$ cat src/rtl/demo_frm_rx.sv
// demo_frm_rx: hunts SYNC, reads a length byte and packs the payload little-endian into DATA_W words.
// Define DEMO_FRM_RX_CHK_EN to require and verify a trailing XOR checksum byte.
module demo_frm_rx #(
  parameter int DATA_W = 32,
  parameter int MAX_LEN = 64,
  parameter logic [7:0] SYNC = 8'hA5
) (
  input  logic                clk,
  input  logic                rst,
  input  logic                in_vld,
  input  logic [7:0]          in_data,
  output logic                in_rdy,
  output logic                out_vld,
  output logic [DATA_W-1:0]   out_data,
  output logic [DATA_W/8-1:0] out_keep,
  output logic                out_last,
  output logic                out_err,
  input  logic                out_rdy,
  output logic [15:0]         frm_cnt,
  output logic [15:0]         drop_cnt
);
  localparam int NB = DATA_W / 8;
  localparam int LW = $clog2(NB) + 1;
  localparam logic [7:0] MAX_B = 8'(MAX_LEN);
  localparam logic [1:0] HUNT = 2'd0;
  localparam logic [1:0] LEN = 2'd1;
  localparam logic [1:0] PAY = 2'd2;
  logic [1:0] state;
  logic [7:0] rem;
  logic [LW-1:0] lane, fill;
  logic [DATA_W-1:0] pack, pack_n;
  logic [NB-1:0] keep_n;
  logic acc, full, fin;
`ifdef DEMO_FRM_RX_CHK_EN
  localparam logic [1:0] CHK = 2'd3;
  logic [7:0] chk;
  logic err;
  // lane already holds the filled-lane count while waiting for the checksum
  assign fill = lane;
  assign out_err = err;
`else
  assign fill = lane + LW'(1);
  assign out_err = 1'b0;
`endif
  assign in_rdy = !out_vld || out_rdy;
  assign acc = in_vld && in_rdy;
  assign full = lane == LW'(NB - 1);
  assign fin = rem == 8'd1;
  assign pack_n = pack | (DATA_W'(in_data) << {lane, 3'b000});
  assign keep_n = (NB'(1) << fill) - NB'(1);
  always_ff @(posedge clk) begin
    if (rst) begin
      state <= HUNT;
      rem <= '0;
      lane <= '0;
      pack <= '0;
      out_vld <= 1'b0;
      out_data <= '0;
      out_keep <= '0;
      out_last <= 1'b0;
      frm_cnt <= '0;
      drop_cnt <= '0;
`ifdef DEMO_FRM_RX_CHK_EN
      chk <= '0;
      err <= 1'b0;
`endif
    end else begin
      if (out_vld && out_rdy) out_vld <= 1'b0;
      if (out_vld && out_rdy && out_last && !out_err && frm_cnt != 16'hFFFF) frm_cnt <= frm_cnt + 16'd1;
      if (acc) begin
        case (state)
          HUNT: if (in_data == SYNC) state <= LEN;
          LEN: begin
            if (in_data == 8'd0 || in_data > MAX_B) begin
              if (drop_cnt != 16'hFFFF) drop_cnt <= drop_cnt + 16'd1;
              state <= HUNT;
            end else begin
              rem <= in_data;
              lane <= '0;
              pack <= '0;
              state <= PAY;
`ifdef DEMO_FRM_RX_CHK_EN
              chk <= in_data;
`endif
            end
          end
          PAY: begin
            rem <= rem - 8'd1;
`ifdef DEMO_FRM_RX_CHK_EN
            chk <= chk ^ in_data;
`endif
            if (fin) begin
`ifdef DEMO_FRM_RX_CHK_EN
              pack <= pack_n;
              lane <= lane + LW'(1);
              state <= CHK;
`else
              out_vld <= 1'b1;
              out_data <= pack_n;
              out_keep <= keep_n;
              out_last <= 1'b1;
              state <= HUNT;
`endif
            end else if (full) begin
              out_vld <= 1'b1;
              out_data <= pack_n;
              out_keep <= '1;
              out_last <= 1'b0;
`ifdef DEMO_FRM_RX_CHK_EN
              err <= 1'b0;
`endif
              pack <= '0;
              lane <= '0;
            end else begin
              pack <= pack_n;
              lane <= lane + LW'(1);
            end
          end
`ifdef DEMO_FRM_RX_CHK_EN
          CHK: begin
            out_vld <= 1'b1;
            out_data <= pack;
            out_keep <= keep_n;
            out_last <= 1'b1;
            err <= in_data != chk;
            if (in_data != chk && drop_cnt != 16'hFFFF) drop_cnt <= drop_cnt + 16'd1;
            state <= HUNT;
          end
`endif
          default: state <= HUNT;
        endcase
      end
    end
  end
endmodule

$ cat config.mk
export PLATFORM = sky130hd
export DESIGN_NAME = demo_frm_rx
export DESIGN_NICKNAME = d
export VERILOG_FILES = /design/src/rtl/demo_frm_rx.sv
export SDC_FILE = /design/constraint.sdc
export NUM_CORES = 1
export LEC_CHECK = 0
export ABC_AREA = 1
export ABC_CLOCK_PERIOD_IN_PS = 2400
export CAP_MARGIN = 20
export CORE_MARGIN = 5
export CORE_UTILIZATION = 46
export CTS_CLUSTER_DIAMETER = 120
export DETAILED_ROUTE_END_ITERATION = 10
export HOLD_SLACK_MARGIN = 0.12
export PLACE_DENSITY = 0.7
export RECOVER_POWER = 100
export SKIP_CTS_REPAIR_TIMING = 1
export SYNTH_ARGS = -nofsm -noshare
export SYNTH_HDL_FRONTEND = slang
export SYNTH_SLANG_ARGS = --single-unit
$ cat constraint.sdc
create_clock -name clk -period 2.4 [get_ports clk]
set_input_delay 0.72 -clock clk [delete_from_list [all_inputs] [get_ports clk]]
set_output_delay 0.72 -clock clk [all_outputs]
set_load 0.02 [all_outputs]
# After elaboration in Yosys (flattened, before gate mapping)
# Cells that the tools add are included.
dict set report classes {
  n_addsub 5
  order_cmp 1
  eq_ne 11
  n_shift 2
  mux 25
  bitwise 1
  reduce_logical 16
}
# operator count
set ops {}
lappend ops {{$mux W32} 5}
lappend ops {{$pmux W32 S2} 1}
lappend ops {{$add A16 B1 Y16 const B} 2}
lappend ops {{$ne A16 B16 Y1 const B} 2}
lappend ops {{$or A32 B32 Y32} 1}
lappend ops {{$shl A8 B6 Y32} 1}
lappend ops {{$pmux W8 S2} 1}
lappend ops {{$mux W3} 3}
lappend ops {{$reduce_and A3 Y1} 3}
lappend ops {{$eq A8 B1 Y1 const B} 1}
lappend ops {{$eq A8 B8 Y1 const B} 1}
lappend ops {{$gt A8 B7 Y1 const B} 1}
lappend ops {{$logic_not A8 Y1} 1}
lappend ops {{$mux W4} 2}
lappend ops {{$mux W8} 1}
lappend ops {{$ne A2 B2 Y1 const B} 4}
lappend ops {{$reduce_and A4 Y1} 2}
lappend ops {{$sub A8 B1 Y8 const B} 1}
lappend ops {{$mux W1} 7}
lappend ops {{$mux W2} 3}
lappend ops {{$pmux W2 S3} 1}
lappend ops {{$pmux W3 S2} 1}
lappend ops {{$logic_and A1 B1 Y1} 4}
lappend ops {{$reduce_bool A2 Y1} 2}
lappend ops {{other kinds (9)} 10}
dict set report word_totals {
  ff_bits 115
  inputBits 12
  output_inout_bits 72
  wordCells 71
}

# Longest topological paths before layout
dict set report logic_depth {
  depth_word 6
  ltp_mapped 11
  ltp_nobuf 10
}

# Worst setup path after synthesis
# Ideal clock, no wire load.
dict set report synth_timing {
  kind {input port to flip-flop}
  from {input out_rdy}
  to {register lane[2]}
  setup_ns 0.115
  t_arrival_ns 1.655
  required_time_ns 2.285
  path_slack_ns 0.630
  stages 8
  path_buffers 1
  path_cell_list {inv_1 a21boi_2 inv_2 a21oi_4 buf_4 nand3_1 nand2_1 nor2_1}
}
dict set report synth_via {
  elab_chain_len 3
}
# element line
set synth_rtl {}
lappend synth_rtl {{start, declared} 18} ;# input logic out_rdy,
lappend synth_rtl {{$logic_or A1 B1 Y1} 45} ;# assign in_rdy = !out_vld || out_rdy;
lappend synth_rtl {{$logic_and A1 B1 Y1} 46} ;# assign acc = in_vld && in_rdy;
lappend synth_rtl {{$reduce_and A4 Y1 (no source line)} n/a}
lappend synth_rtl {{end signal, assigned} 116} ;# lane <= lane + LW'(1);
lappend synth_rtl {{end, declared} 30} ;# logic [LW-1:0] lane, fill;
# Every way passes these cells.
# A chain may end at the register's enable or synchronous reset.

# Final worst setup path
dict set report layout_timing {
  from {register frm_cnt[4]}
  to {output frm_cnt[4]}
}
# element line
set layout_lines {}
lappend layout_lines {{start, declared} 19} ;# output logic [15:0] frm_cnt,
lappend layout_lines {{start signal, assigned} 69} ;# if (out_vld && out_rdy && out_last && !out_err && frm_cnt != 16'hFFFF) frm_cnt <= frm_cnt + 16'd1;
# No word-level cell between the ends.

==> flow_summary_export.csv <==
group,metric,value,unit
timing,fin_crit,2.32,ns
place,place_ws,-0.212,ns
critical_path,crit_buf_inv,1,
global_routing,grt_max_degree,51,
timing,final.period_utilization,0.966,
routing,wl_per_cell,13.8,um
synthesis,ys_warn_count,0,
synthesis,ys_ff_latch,115,
synthesis,yosysSeqAreaShare,0.366,
cts,clkSinkCount,115,
synthesis,synth.cell_area,6280,sq um
layout,syn2layout_area_growth,27.1,%
timing,fmax,0.431,GHz
layout,fillCellCount,1224,
global_routing,gr-usage-all-layers,0.207,
global_routing,antenna_found_initial,0,
die,core,13300,sq um
synthesis,syn-instance-count,923,
routing,remaining_drc_errors,0,
min_path,min_path_cells,2,
power_and_ir_drop,peakVddDrop,434,uV
die,die_y,127,um
critical_path,cp_slowest_cell,"dlygate4sd3_1",
routing,dr.first_iter.drc_count,525,
die,start_util,0.473,
cts,tritoncts,"built",
critical_path,path_max_fanout,6,
cts,clk_pin_slew,0.05,ns
place,port-buffer-count,82,
routing,via_count,6305,
timing,final_hold_viol_count,0,
timing,max-slew-margin-rel,0.572,
layout,insertedDiodeCount,0,
die,ioPinCount,84,
outcome,status,"finished clean",
timing,worst_slew_pin_slew,0.641,ns
timing,setup_viol,0,
cts,cts-root-buf,"clkbuf_16",
min_path,hold_start,"out_data[10]$_SDFFE_PP0P_",
critical_path,r2r_start,"frm_cnt[0]$_SDFFE_PP0P_",
critical_path,crit_type,"register to output pin",
die,dieArea,16100,sq um
routing,routed_wl,16600,um
routing,avgViaCountPerCell,5.23,
power_and_ir_drop,p_per_area,663,nW/um^2
critical_path,critical_path.cell_chain,"dlygate4sd3_1",
global_routing,grt_pass1_vias,5583,
timing,worst_slack,0.0824,ns
min_path,worstHoldEndpoint,"out_data[10]$_SDFFE_PP0P_",
critical_path,r2r_slack,0.29,ns
cts,clock_latency,0.43,ns
timing,skew,0.0118,ns
place,dp_hpwl,11300,um
timing,tns,0,ns
timing,rsz0062_at_grt,"no",
cts,htree_num_levels,4,
timing,slew_violations,0,
synthesis,synth_nets,947,
place,gp_congestion,0.868,
synthesis,avgSynthCellArea,6.81,sq um
critical_path,critPathCaptureType,"output pin",
critical_path,worst_r2r_path_depth,8,
cts,cts_made_buffers,17,
critical_path,start_kind,"register",
die,die_w,127,um
power_and_ir_drop,p_leak,3.23,nW
layout,layout-drive-gt1-share,0.0923,
global_routing,overflow,0,
critical_path,crit_arrival,1.60,ns
critical_path,r2r_end,"frm_cnt[0]$_SDFFE_PP0P_",
layout,nets,1041,
critical_path,cpPeakStageDelay,0.72,ns
routing,first_pass_iters,7,
critical_path,critPathRequiredTime,1.68,ns
job,max_cap_viol_count,0,
min_path,holdCritPathClass,"register to register",
synthesis,netlist-cell-type-count,36,
cts,clockBufferDepth,2,
global_routing,grt_pass1_wl,27400,um
die,rows,42,
routing,postRouteAntennaNets,0,
critical_path,cp_top_family,"buffers and inverters",
worst max-delay path by stage:
stage,cells past startpoint,endpoint,slack (ns),start
floorplan,8,lane[2]$_SDFFE_PP0P_,0.63,out_rdy
global placement,4,in_rdy,-0.21,out_rdy
detailed placement,4,in_rdy,-0.21,out_rdy
CTS,4,in_rdy,-0.22,out_rdy
global route,1,drop_cnt[12],0.05,drop_cnt[12]$_SDFFE_PP0P_
finish,1,frm_cnt[4],0.08,frm_cnt[4]$_SDFFE_PP0P_
registers in the layout, indices dropped and copies added, names as in the netlist:
name	cells
drop_cnt	16
frm_cnt	16
out_last	1
out_vld	1
out_data	32
rem	8
state	2
lane	3
pack	32
out_keep	4
metal layers:
layer | wire (um) | up-vias | GRT usage
met1 | 7800 | 2890 | 0.278
met4 | 203 | 0 | 0.0656
met3 | 1040 | 19 | 0.0546
met5 | 0 | - | 0
li1 | - | 3221 | -
met2 | 7600 | 175 | 0.325
cells in the mapped netlist (all sizes together):
| master | number | share of area |
|---|---|---|
| a211oi | 2 | 0.0024 |
| a21boi | 1 | 0.0018 |
| a21oi | 112 | 0.092 |
| buf | 38 | 0.041 |
| clkbuf | 11 | 0.0066 |
| clkinv | 1 | 0.00060 |
| conb | 1 | 0.00060 |
| dfxtp | 115 | 0.37 |
| ha | 12 | 0.024 |
| inv | 57 | 0.034 |
| nand2 | 264 | 0.17 |
| nand3 | 113 | 0.092 |
| nand3b | 2 | 0.0024 |
| nand4 | 16 | 0.018 |
| nor2 | 100 | 0.067 |
| nor3 | 10 | 0.0088 |
| nor3b | 2 | 0.0024 |
| o21ai | 18 | 0.014 |
| o21bai | 32 | 0.038 |
| o31ai | 1 | 0.0012 |
| xnor2 | 3 | 0.0042 |
| xor2 | 12 | 0.017 |
area by class of cell:
class	count	area [sq um]	area share
multi-input combinational	701	3440	0.430
sequential	115	2300	0.288
timing repair buffer	124	1150	0.144
clock buffer	22	484	0.0606
tap	176	220	0.0276
inverter	58	218	0.0273
clock inverter	9	175	0.0219
metrics by stage:
step                hold slack, ns  total power [W]  std cells  instance area, sq um   util
floorplan                    0.446          0.00237        923                  6280      -
global placement             0.451          0.00250       1174                  7450  0.560
CTS                          0.461          0.00534       1205                  8110  0.610
global route                 0.476          0.00548       1205                  7990  0.601
detailed placement           0.453          0.00251       1174                  7450  0.560
finish                       0.456          0.00530       1205                  7990  0.601
power breakdown:
part,internal [W],switching (W)
combinational,0.000173,0.000310
clock,0.00194,0.000894
sequential,0.00195,0.0000251
placed cells by master, fill, tap and decap left out, types with 5 or more instances in the layout:
| cell | count |
|---|---|
| nand4_1 | 15 |
| nand2_1 | 252 |
| inv_1 | 55 |
| clkbuf_1 | 7 |
| bufinv_16 | 5 |
| nand2_2 | 9 |
| dfxtp_1 | 115 |
| nor2_4 | 6 |
| o21bai_1 | 32 |
| clkbuf_16 | 17 |
| nor2_1 | 93 |
| clkdlybuf4s50_1 | 11 |
| dlygate4sd3_1 | 69 |
| o21ai_0 | 18 |
| ha_1 | 12 |
| xor2_1 | 12 |
| buf_4 | 27 |
| a21oi_1 | 109 |
| nand3_1 | 112 |
| nor3_1 | 10 |
logic make-up after synthesis:
group                    count (synthesis)  synth area share
AO/OA/AOI/OAI                          166             0.150
AND/OR/NAND/NOR                        507             0.356
other                                    1          0.000597
XOR/XNOR                                15            0.0209
adder cells (fa/ha/maj)                 12            0.0239
buffers and inverters                  107            0.0822
flip-flops                             115             0.366
Power figures use the tool's default switching activity.
